$ cat config.mk
export PLATFORM = sky130hd
export DESIGN_NAME = flr_issue
export DESIGN_NICKNAME = d
export VERILOG_FILES = /design/src/rtl/flr_issue.sv
export SDC_FILE = /design/constraint.sdc
export NUM_CORES = 2
export LEC_CHECK = 0
export BUFFER_PORTS_ARGS = -buffer_cell sky130_fd_sc_hd__buf_2
export CORE_MARGIN = 5
export CORE_UTILIZATION = 55
export CTS_CLUSTER_SIZE = 25
export DETAILED_ROUTE_END_ITERATION = 10
export PLACE_DENSITY = 0.81
export SYNTH_ARGS = -nofsm -noshare
export SYNTH_HDL_FRONTEND = slang
export SYNTH_SLANG_ARGS = --single-unit
export TNS_END_PERCENT = 5
$ cat constraint.sdc
create_clock -name clk -period 80.8 [get_ports clk]
set_input_delay 16.16 -clock clk [delete_from_list [all_inputs] [get_ports clk]]
set_output_delay 16.16 -clock clk [all_outputs]
set_load 0.005 [all_outputs]
$ cat src/rtl/flr_issue.sv
// flr_issue: Tomasulo front end. Holds the architectural register file with
// per-register producer tags, decodes one instruction at a time, issues it to
// the add or mul reservation station with operand values or tags, renames the
// destination to the granted station tag, and retires CDB results.
//
// Ports:
//   clk, rst                    clock (rising edge), async active-high reset
//   instr_valid, instr          instruction offer: [31:26] op, [25:21] src1,
//                               [20:16] src2, [15:11] dest
//   instr_ready                 issue unit idle and able to accept
//   iss_add_valid/iss_mul_valid issue request to add / mul station
//   iss_tag1/2, iss_data1/2     operand tags (all-ones = data valid) and data
//   iss_dest                    destination register index
//   rs_grant, rs_grant_tag      station acceptance and allocated tag
//   cdb_valid/tag/data          result broadcast
//   dbg_addr, dbg_data, dbg_tag combinational register file read port
//   illegal                     sticky error flag (bad opcode or bad grant tag)
module flr_issue #(
    parameter int unsigned NREG = 32,
    parameter int unsigned DW   = 32,
    parameter int unsigned TW   = 5
) (
    input  logic          clk,
    input  logic          rst,
    input  logic          instr_valid,
    input  logic [31:0]   instr,
    output logic          instr_ready,
    output logic          iss_add_valid,
    output logic          iss_mul_valid,
    output logic [TW-1:0] iss_tag1,
    output logic [TW-1:0] iss_tag2,
    output logic [DW-1:0] iss_data1,
    output logic [DW-1:0] iss_data2,
    output logic [4:0]    iss_dest,
    input  logic          rs_grant,
    input  logic [TW-1:0] rs_grant_tag,
    input  logic          cdb_valid,
    input  logic [TW-1:0] cdb_tag,
    input  logic [DW-1:0] cdb_data,
    input  logic [4:0]    dbg_addr,
    output logic [DW-1:0] dbg_data,
    output logic [TW-1:0] dbg_tag,
    output logic          illegal
);

    localparam int unsigned AW       = 5;
    localparam logic [TW-1:0] TAG_NONE = '1;
    localparam logic [5:0]  OP_ADD   = 6'b001000;
    localparam logic [5:0]  OP_MUL   = 6'b111111;

    typedef enum logic {
        IDLE  = 1'b0,
        ISSUE = 1'b1
    } state_t;

    state_t state, state_nxt;

    logic [DW-1:0] reg_val [NREG];
    logic [TW-1:0] reg_tag [NREG];

    logic          add_valid_nxt, mul_valid_nxt;
    logic [TW-1:0] tag1_nxt, tag2_nxt;
    logic [DW-1:0] data1_nxt, data2_nxt;
    logic [AW-1:0] dest_nxt;
    logic          illegal_nxt;
    logic          rename_en;

    logic [5:0]    opcode;
    logic [AW-1:0] src1, src2;
    logic [TW-1:0] op1_tag, op2_tag;
    logic [DW-1:0] op1_data, op2_data;
    logic          cdb_live;
    logic          grant_in_range;
    logic          unused_instr;

    assign opcode       = instr[31:26];
    assign src1         = instr[25:21];
    assign src2         = instr[20:16];
    assign unused_instr = ^instr[10:0];
    assign cdb_live     = cdb_valid && (cdb_tag != TAG_NONE);
    assign instr_ready  = (state == IDLE);

    // Add station owns tags 8..15, mul station owns tags 0..7.
    assign grant_in_range = iss_add_valid ? (rs_grant_tag[TW-1:3] == (TW-3)'(1))
                                          : (rs_grant_tag[TW-1:3] == (TW-3)'(0));

    // Operand read with same-cycle CDB bypass; r0 is hardwired to 0 / no producer.
    always_comb begin
        op1_tag  = TAG_NONE;
        op1_data = '0;
        op2_tag  = TAG_NONE;
        op2_data = '0;
        if (src1 != AW'(0)) begin
            if (reg_tag[src1] == TAG_NONE) begin
                op1_data = reg_val[src1];
            end else if (cdb_live && (cdb_tag == reg_tag[src1])) begin
                op1_data = cdb_data;
            end else begin
                op1_tag = reg_tag[src1];
            end
        end
        if (src2 != AW'(0)) begin
            if (reg_tag[src2] == TAG_NONE) begin
                op2_data = reg_val[src2];
            end else if (cdb_live && (cdb_tag == reg_tag[src2])) begin
                op2_data = cdb_data;
            end else begin
                op2_tag = reg_tag[src2];
            end
        end
    end

    // Debug read port.
    always_comb begin
        dbg_data = '0;
        dbg_tag  = TAG_NONE;
        if (dbg_addr != AW'(0)) begin
            dbg_data = reg_val[dbg_addr];
            dbg_tag  = reg_tag[dbg_addr];
        end
    end

    // State register and registered issue outputs.
    always_ff @(posedge clk or posedge rst) begin
        if (rst) begin
            state         <= IDLE;
            iss_add_valid <= 1'b0;
            iss_mul_valid <= 1'b0;
            iss_tag1      <= TAG_NONE;
            iss_tag2      <= TAG_NONE;
            iss_data1     <= '0;
            iss_data2     <= '0;
            iss_dest      <= '0;
            illegal       <= 1'b0;
        end else begin
            state         <= state_nxt;
            iss_add_valid <= add_valid_nxt;
            iss_mul_valid <= mul_valid_nxt;
            iss_tag1      <= tag1_nxt;
            iss_tag2      <= tag2_nxt;
            iss_data1     <= data1_nxt;
            iss_data2     <= data2_nxt;
            iss_dest      <= dest_nxt;
            illegal       <= illegal_nxt;
        end
    end

    // Next-state and next-output logic.
    always_comb begin
        state_nxt     = state;
        add_valid_nxt = iss_add_valid;
        mul_valid_nxt = iss_mul_valid;
        tag1_nxt      = iss_tag1;
        tag2_nxt      = iss_tag2;
        data1_nxt     = iss_data1;
        data2_nxt     = iss_data2;
        dest_nxt      = iss_dest;
        illegal_nxt   = illegal;
        rename_en     = 1'b0;
        case (state)
            IDLE: begin
                if (instr_valid) begin
                    if ((opcode == OP_ADD) || (opcode == OP_MUL)) begin
                        add_valid_nxt = (opcode == OP_ADD);
                        mul_valid_nxt = (opcode == OP_MUL);
                        tag1_nxt      = op1_tag;
                        tag2_nxt      = op2_tag;
                        data1_nxt     = op1_data;
                        data2_nxt     = op2_data;
                        dest_nxt      = instr[15:11];
                        state_nxt     = ISSUE;
                    end else begin
                        illegal_nxt = 1'b1;
                    end
                end
            end
            ISSUE: begin
                // Operands still waiting on a producer snoop the CDB.
                if (cdb_live && (iss_tag1 != TAG_NONE) && (iss_tag1 == cdb_tag)) begin
                    tag1_nxt  = TAG_NONE;
                    data1_nxt = cdb_data;
                end
                if (cdb_live && (iss_tag2 != TAG_NONE) && (iss_tag2 == cdb_tag)) begin
                    tag2_nxt  = TAG_NONE;
                    data2_nxt = cdb_data;
                end
                if (rs_grant) begin
                    add_valid_nxt = 1'b0;
                    mul_valid_nxt = 1'b0;
                    state_nxt     = IDLE;
                    if (grant_in_range) begin
                        rename_en = 1'b1;
                    end else begin
                        illegal_nxt = 1'b1;
                    end
                end
            end
            default: state_nxt = IDLE;
        endcase
    end

    // Register file: CDB retire, then rename (rename overrides the tag on the same dest).
    always_ff @(posedge clk or posedge rst) begin
        if (rst) begin
            for (int unsigned i = 0; i < NREG; i++) begin
                reg_val[i] <= '0;
                reg_tag[i] <= TAG_NONE;
            end
        end else begin
            for (int unsigned i = 1; i < NREG; i++) begin
                if (cdb_live && (reg_tag[i] == cdb_tag)) begin
                    reg_val[i] <= cdb_data;
                    reg_tag[i] <= TAG_NONE;
                end
                if (rename_en && (iss_dest == AW'(i))) begin
                    reg_tag[i] <= rs_grant_tag;
                end
            end
        end
    end

endmodule

After elaboration in Yosys (flattened, before gate mapping)
Cells that the tools add are included.
Widths: inputs -> output; s select.
{"block": "totals", "in_bits": 84, "register_bits": 1230, "output_inout_bits": 120}
{"block": "classes", "n_lt_le_gt_ge": 3, "n_bitwise": 4, "n_reduce_logical": 110, "n_eq_ne": 81, "muxes": 130}
{"cell": "$mux 32", "count": 19}
{"cell": "$bmux 32 s5", "count": 3}
{"cell": "$mux 5", "count": 81}
{"cell": "$eq 5x5->1", "count": 35}
{"cell": "$pmux 32 s2", "count": 2}
{"cell": "$eq 5x5->1 const B", "count": 18}
{"cell": "$bmux 5 s5", "count": 3}
{"cell": "$logic_and 1x1->1", "count": 69}
{"cell": "$reduce_bool 2->1", "count": 31}
{"cell": "$eq 5x4->1 const B", "count": 8}
{"cell": "$eq 5x3->1 const B", "count": 4}
{"cell": "$pmux 5 s2", "count": 2}
{"cell": "$ge 6x6->1 const B", "count": 3}
{"cell": "$not 5->6", "count": 3}
{"cell": "$mux 1", "count": 16}
{"cell": "$ne 5x5->1 const B", "count": 3}
{"cell": "$reduce_bool 5->1", "count": 3}
{"cell": "$reduce_and 3->1", "count": 4}
{"cell": "$eq 5x2->1 const B", "count": 2}
{"cell": "$ne 2x2->1 const B", "count": 4}
{"cell": "$pmux 1 s2", "count": 4}
{"cell": "$eq 6x4->1 const B", "count": 1}
{"cell": "$eq 6x6->1 const B", "count": 1}
{"cell": "$ne 2x1->1 const B", "count": 3}
{"cell": "6 further kinds", "count": 6}

Logic depth before layout (Yosys ltp)
{"block": "logic_depth", "ltp_word": 12, "ltp_mapped": 14, "depth_no_buf": 8}

Worst setup path after synthesis
Ideal clock, no wire load.
{"block": "synth_timing", "path_type": "input to output", "from": "input dbg_addr[0]", "to": "output dbg_data[0]", "slack_ps": 46124, "cell_stages": 6, "arrival_ps": 18516, "required_time_ps": 64640, "path_buffers": 3, "cell_sequence": "clkbuf_1 -> clkbuf_1 -> buf_1 -> mux4_2 -> mux4_2 -> mux2_2"}
{"block": "synth_between", "elab_chain_cells": 5}
{"element": "start, declared", "line": "40", "rtl": "input logic [4:0] dbg_addr,"}
{"element": "$not 5->6 (implied by the code)", "line": "118", "rtl": "dbg_data = reg_val[dbg_addr];"}
{"element": "$bmux 32 s5", "line": "118"}
{"element": "$mux 32 (implied by the code) (2 in series)", "line": "118"}
{"element": "$mux 32 (*)", "line": "117", "rtl": "if (dbg_addr != AW'(0)) begin"}
{"element": "end, declared", "line": "41", "rtl": "output logic [DW-1:0] dbg_data,"}
Every way passes the cells marked *; elsewhere a longest branch is shown, timed or not. The select of a mux whose other input is x is not followed.

Final worst setup path
{"block": "layout_timing", "from": "input dbg_addr[1]", "to": "output dbg_data[11]"}
Same word-level chain as after synthesis.

==> summary.json <==
{
  "ctsLongestPathBuffers": {"value": 3},
  "asyncSetResetFlopFracSynth": {"value": 100, "unit": "%"},
  "final_core_utilization": {"value": 60.3, "unit": "%"},
  "report.final.setup_viol": {"value": 0},
  "gpl.final_weighted_congestion": {"value": 0.963},
  "drcViolationCount": {"value": 0},
  "grt_antenna_before_repair": {"value": 8},
  "design.final.nets": {"value": 5361},
  "flow.area_growth_from_synthesis": {"value": 9.14, "unit": "%"},
  "max_clock_freq": {"value": 0.0275, "unit": "GHz"},
  "globalRouteOverflowTotal": {"value": 0},
  "worst_path_largest_cell_delay": {"value": 0.96, "unit": "ns"},
  "crit_required": {"value": 64.64, "unit": "ns"},
  "htreeDepth": {"value": 4},
  "multi_input_comb_area": {"value": 43900, "unit": "um2"},
  "die_w": {"value": 384, "unit": "um"},
  "irDropWorstVdd": {"value": 0.0263, "unit": "mV"},
  "core": {"value": 139000, "unit": "um2"},
  "max_slew.worst_pin.slew": {"value": 1.32, "unit": "ns"},
  "final.fill_count": {"value": 10200},
  "comb_power_share": {"value": 36.5, "unit": "%"},
  "setup_crit_end_kind": {"value": "output port"},
  "critical_path_buf_inv_count": {"value": 4},
  "cp_top_family": {"value": "buffers and inverters"},
  "clkSinkCount": {"value": 1230},
  "worstPathMaxFanout": {"value": 64},
  "synth.distinct_cells": {"value": 68},
  "synth_edf_count": {"value": 0},
  "worst_setup_hold_path_clk_slew": {"value": 0.06, "unit": "ns"},
  "detail_route.iter0.violations": {"value": 7561},
  "final_max_slew_viol_count": {"value": 0},
  "final_min_period_over_clock_period": {"value": 45.0, "unit": "%"},
  "ys_seq_area_share": {"value": 40.3, "unit": "%"},
  "port_buffers": {"value": 192},
  "drt-vias-per-instance": {"value": 7.44},
  "floorplan.initialDensity": {"value": 55.2, "unit": "%"},
  "clock_power_share": {"value": 21.2, "unit": "%"},
  "worst_path_max_delay_cell": {"value": "buf_4"},
  "ant_nets": {"value": 0},
  "clock_insertion_delay_at_the_later_pin_of_the_skew_report": {"value": 0.79, "unit": "ns"},
  "register_area": {"value": 31000, "unit": "um2"},
  "final_layout_size_suffix_gt1_share": {"value": 52.2, "unit": "%"},
  "cap_viol_max_count": {"value": 0},
  "max_slew_margin": {"value": 11.0, "unit": "%"},
  "cell_internal_pwr": {"value": 2030, "unit": "uW"},
  "timing.final.crit_period": {"value": 36.35, "unit": "ns"},
  "hp-class": {"value": "flop to flop"},
  "place_hpwl": {"value": 137000, "unit": "um"},
  "yosysWarningCount": {"value": 37},
  "grt_start_max_net_pins": {"value": 173},
  "mappedNetlistNets": {"value": 5467},
  "first_pass_grt_wire_length": {"value": 367000, "unit": "um"},
  "number_of_endpoints_with_negative_hold_slack_in_the_final_report": {"value": 0},
  "share_seq_of_total_power": {"value": 42.3, "unit": "%"},
  "powerDensity": {"value": 36.2, "unit": "nW/um2"},
  "fin_worst_skew": {"value": 0.0294, "unit": "ns"},
  "die_h": {"value": 384, "unit": "um"},
  "outcome": {"value": "complete, no violations"},
  "timing.setup.critical_path_class": {"value": "primary input to output port"},
  "first_global_vias": {"value": 55500},
  "wl": {"value": 248000, "unit": "um"},
  "drt-wirelength-per-cell": {"value": 34.2, "unit": "um"},
  "cts.root.buffer_cell": {"value": "clkbuf_16"},
  "cp.arrival": {"value": 20.19, "unit": "ns"},
  "num_io_pins": {"value": 204},
  "sw_frac_of_total": {"value": 32.9, "unit": "%"},
  "cts_tree": {"value": "done"},
  "cts_hold_buf": {"value": 0},
  "groute.usage.overall": {"value": 33.7, "unit": "%"},
  "synth.cell_area": {"value": 76800, "unit": "um2"},
  "placementRows": {"value": 137},
  "synth.ff_latch_count": {"value": 1230},
  "buffer_count_from_post_cts_setup_fixing": {"value": 0},
  "numCtsBuffers": {"value": 134},
  "startpoint_type": {"value": "primary input"},
  "power.switching": {"value": 998, "unit": "uW"},
  "power.leakage": {"value": 0.0341, "unit": "uW"},
  "netlist_instances": {"value": 5383},
  "floorplan.die_area": {"value": 147000, "unit": "um2"},
  "dr_total_vias": {"value": 54000},
  "drt_pass1_iterations": {"value": 6},
  "unrepaired_setup_endpoints_after_global_routing": {"value": "no"},
  "post_cts_resize_count": {"value": 0},
  "path_cells": {"value": "buf_8 -> buf_4 -> buf_4 -> mux2_2 -> a22o_1 -> mux4_2 -> mux2_2 -> buf_2"},
  "yosys_most_used_dff": {"value": "dfrtp_1"},
  "setup_tns": {"value": 0, "unit": "ns"},
  "syn-mean-instance-area": {"value": 14.3, "unit": "um2"}
}
[sequential cells by signal, summed over array words and instances, names as in the netlist]
name and count:
reg_tag 155, iss_data2 32, iss_tag1 5, reg_val 992
iss_dest 5, iss_mul_valid 1, iss_data1 32, iss_tag2 5
illegal 1, iss_add_valid 1, state 1
[cells in the mapped netlist (all sizes together), types with 3 or more instances]
| cell | number | share of area (%) |
|---|---|---|
| a211o | 24 | 0.27 |
| a211oi | 6 | 0.065 |
| a21o | 8 | 0.078 |
| a21oi | 181 | 1.2 |
| a221o | 4 | 0.052 |
| a221oi | 5 | 0.065 |
| a22o | 70 | 0.80 |
| a22oi | 20 | 0.20 |
| a2bb2oi | 26 | 0.30 |
| a31oi | 14 | 0.11 |
| and2 | 6 | 0.049 |
| and3 | 5 | 0.041 |
| and3b | 4 | 0.046 |
| and4 | 3 | 0.034 |
| buf | 145 | 0.92 |
| clkbuf | 396 | 1.9 |
| dfrtp | 1065 | 35 |
| dfstp | 165 | 5.6 |
| inv | 36 | 0.18 |
| mux2 | 1126 | 17 |
| mux2i | 142 | 1.8 |
| mux4 | 949 | 28 |
| nand2 | 175 | 0.85 |
| nand2b | 8 | 0.065 |
| nand3 | 44 | 0.29 |
| nand4 | 5 | 0.041 |
| nor2 | 324 | 1.6 |
| nor2b | 17 | 0.14 |
| nor3 | 12 | 0.078 |
| nor4 | 37 | 0.60 |
| o2111ai | 3 | 0.034 |
| o21a | 33 | 0.32 |
| o21ai | 103 | 0.67 |
| o22a | 3 | 0.034 |
| o22ai | 13 | 0.11 |
| or3 | 3 | 0.024 |
| or4 | 4 | 0.039 |
| or4b | 7 | 0.091 |
| xnor2 | 100 | 1.1 |
| xor2 | 70 | 0.80 |
[power by group through the flow]
stage	Sequential, uW	Clock (uW)	Combinational (uW)
2_1_floorplan	1160	0	880
3_3_place_gp	1230	0	1060
3_5_place_dp	1260	0	1090
4_1_cts	1260	648	1100
5_1_grt	1310	672	1170
6_report	1280	642	1110
[layout by cell type, fill, tap and decap left out, types with 20 or more instances in the layout]
cell type  instances
a211o_1           24
a21oi_1          180
a22o_1            70
a22oi_1           20
a2bb2oi_1         26
buf_2            178
buf_4            107
clkbuf_1          23
clkbuf_16        140
clkbuf_8          29
clkinv_2          21
dfrtp_1         1065
dfstp_2          165
inv_1             33
mux2_2          1125
mux2i_1          142
mux4_2           949
nand2_1          172
nand3_1           43
nor2_1           323
nor4_4            33
o21a_1            33
o21ai_0           99
xnor2_1          100
xor2_1            70
[per-stage QoR]
step | hold WS [ns] | cell area, um2 | instances | power, uW | setup WS (ns)
5_1_grt | 0.517 | 83900 | 7260 | 3160 | 44.30
6_report | 0.485 | 83900 | 7261 | 3030 | 44.45
3_3_place_gp | 0.457 | 79300 | 7017 | 2280 | 44.58
2_1_floorplan | 0.468 | 76800 | 5383 | 2040 | 30.26
4_1_cts | 0.482 | 83900 | 7259 | 3010 | 44.55
3_5_place_dp | 0.466 | 79300 | 7017 | 2360 | 44.55
[routing by layer]
| metal | vias to the layer above | routed length [um] | global-route usage (%) |
|---|---|---|---|
| met4 | 10 | 18000 | 20.4 |
| met1 | 28200 | 86000 | 43.2 |
| li1 | 20800 | - | - |
| met5 | - | 62 | 0 |
| met3 | 957 | 33900 | 11.7 |
| met2 | 4098 | 110000 | 49.8 |
[worst paths after layout]
check | to | slack (ns) | start | cells past startpoint
max | dbg_data[11] | 44.45 | dbg_addr[1] | 8
min | illegal | 0.48 | illegal | 1
max reg2reg | iss_data2[16] | 76.80 | state | 10
min reg2reg | illegal | 0.48 | illegal | 1
max in group asynchronous | reg_val[290] | 61.77 | rst | 5
min in group asynchronous | reg_val[41] | 15.59 | rst | 2
[final cells by class]
| class | count | share of cell area (%) |
|---|---|---|
| Multi-Input combinational cell | 3576 | 52.3 |
| Sequential cell | 1230 | 36.9 |
| Clock buffer | 192 | 4.76 |
| Tap cell | 1876 | 2.80 |
| Timing Repair Buffer | 299 | 2.28 |
| Clock inverter | 50 | 0.713 |
| Inverter | 36 | 0.176 |
| Antenna cell | 2 | 0.00597 |
[cell families after synthesis]
family,Yosys count,synth area share (%)
muxes,2217,46.2
and+or+nand+nor,660,4.03
buffers and inverters,577,3.03
AOI/OAI and AO/OA,529,4.50
DFF,1230,40.3
xor gates and xnor gates,170,1.94
[worst reg2reg max path: stages (launching register included)]
cell and delay, ns:
dfrtp_1 0.75, inv_1 0.51, nor4_1 0.13, buf_4 0.19, a21oi_4 0.11, buf_4 0.70
nor2_1 0.29, nand4b_1 0.18, buf_4 0.62, a2bb2oi_1 0.27, o21ai_0 0.12
Note: power is estimated with default switching activity, not from simulation.
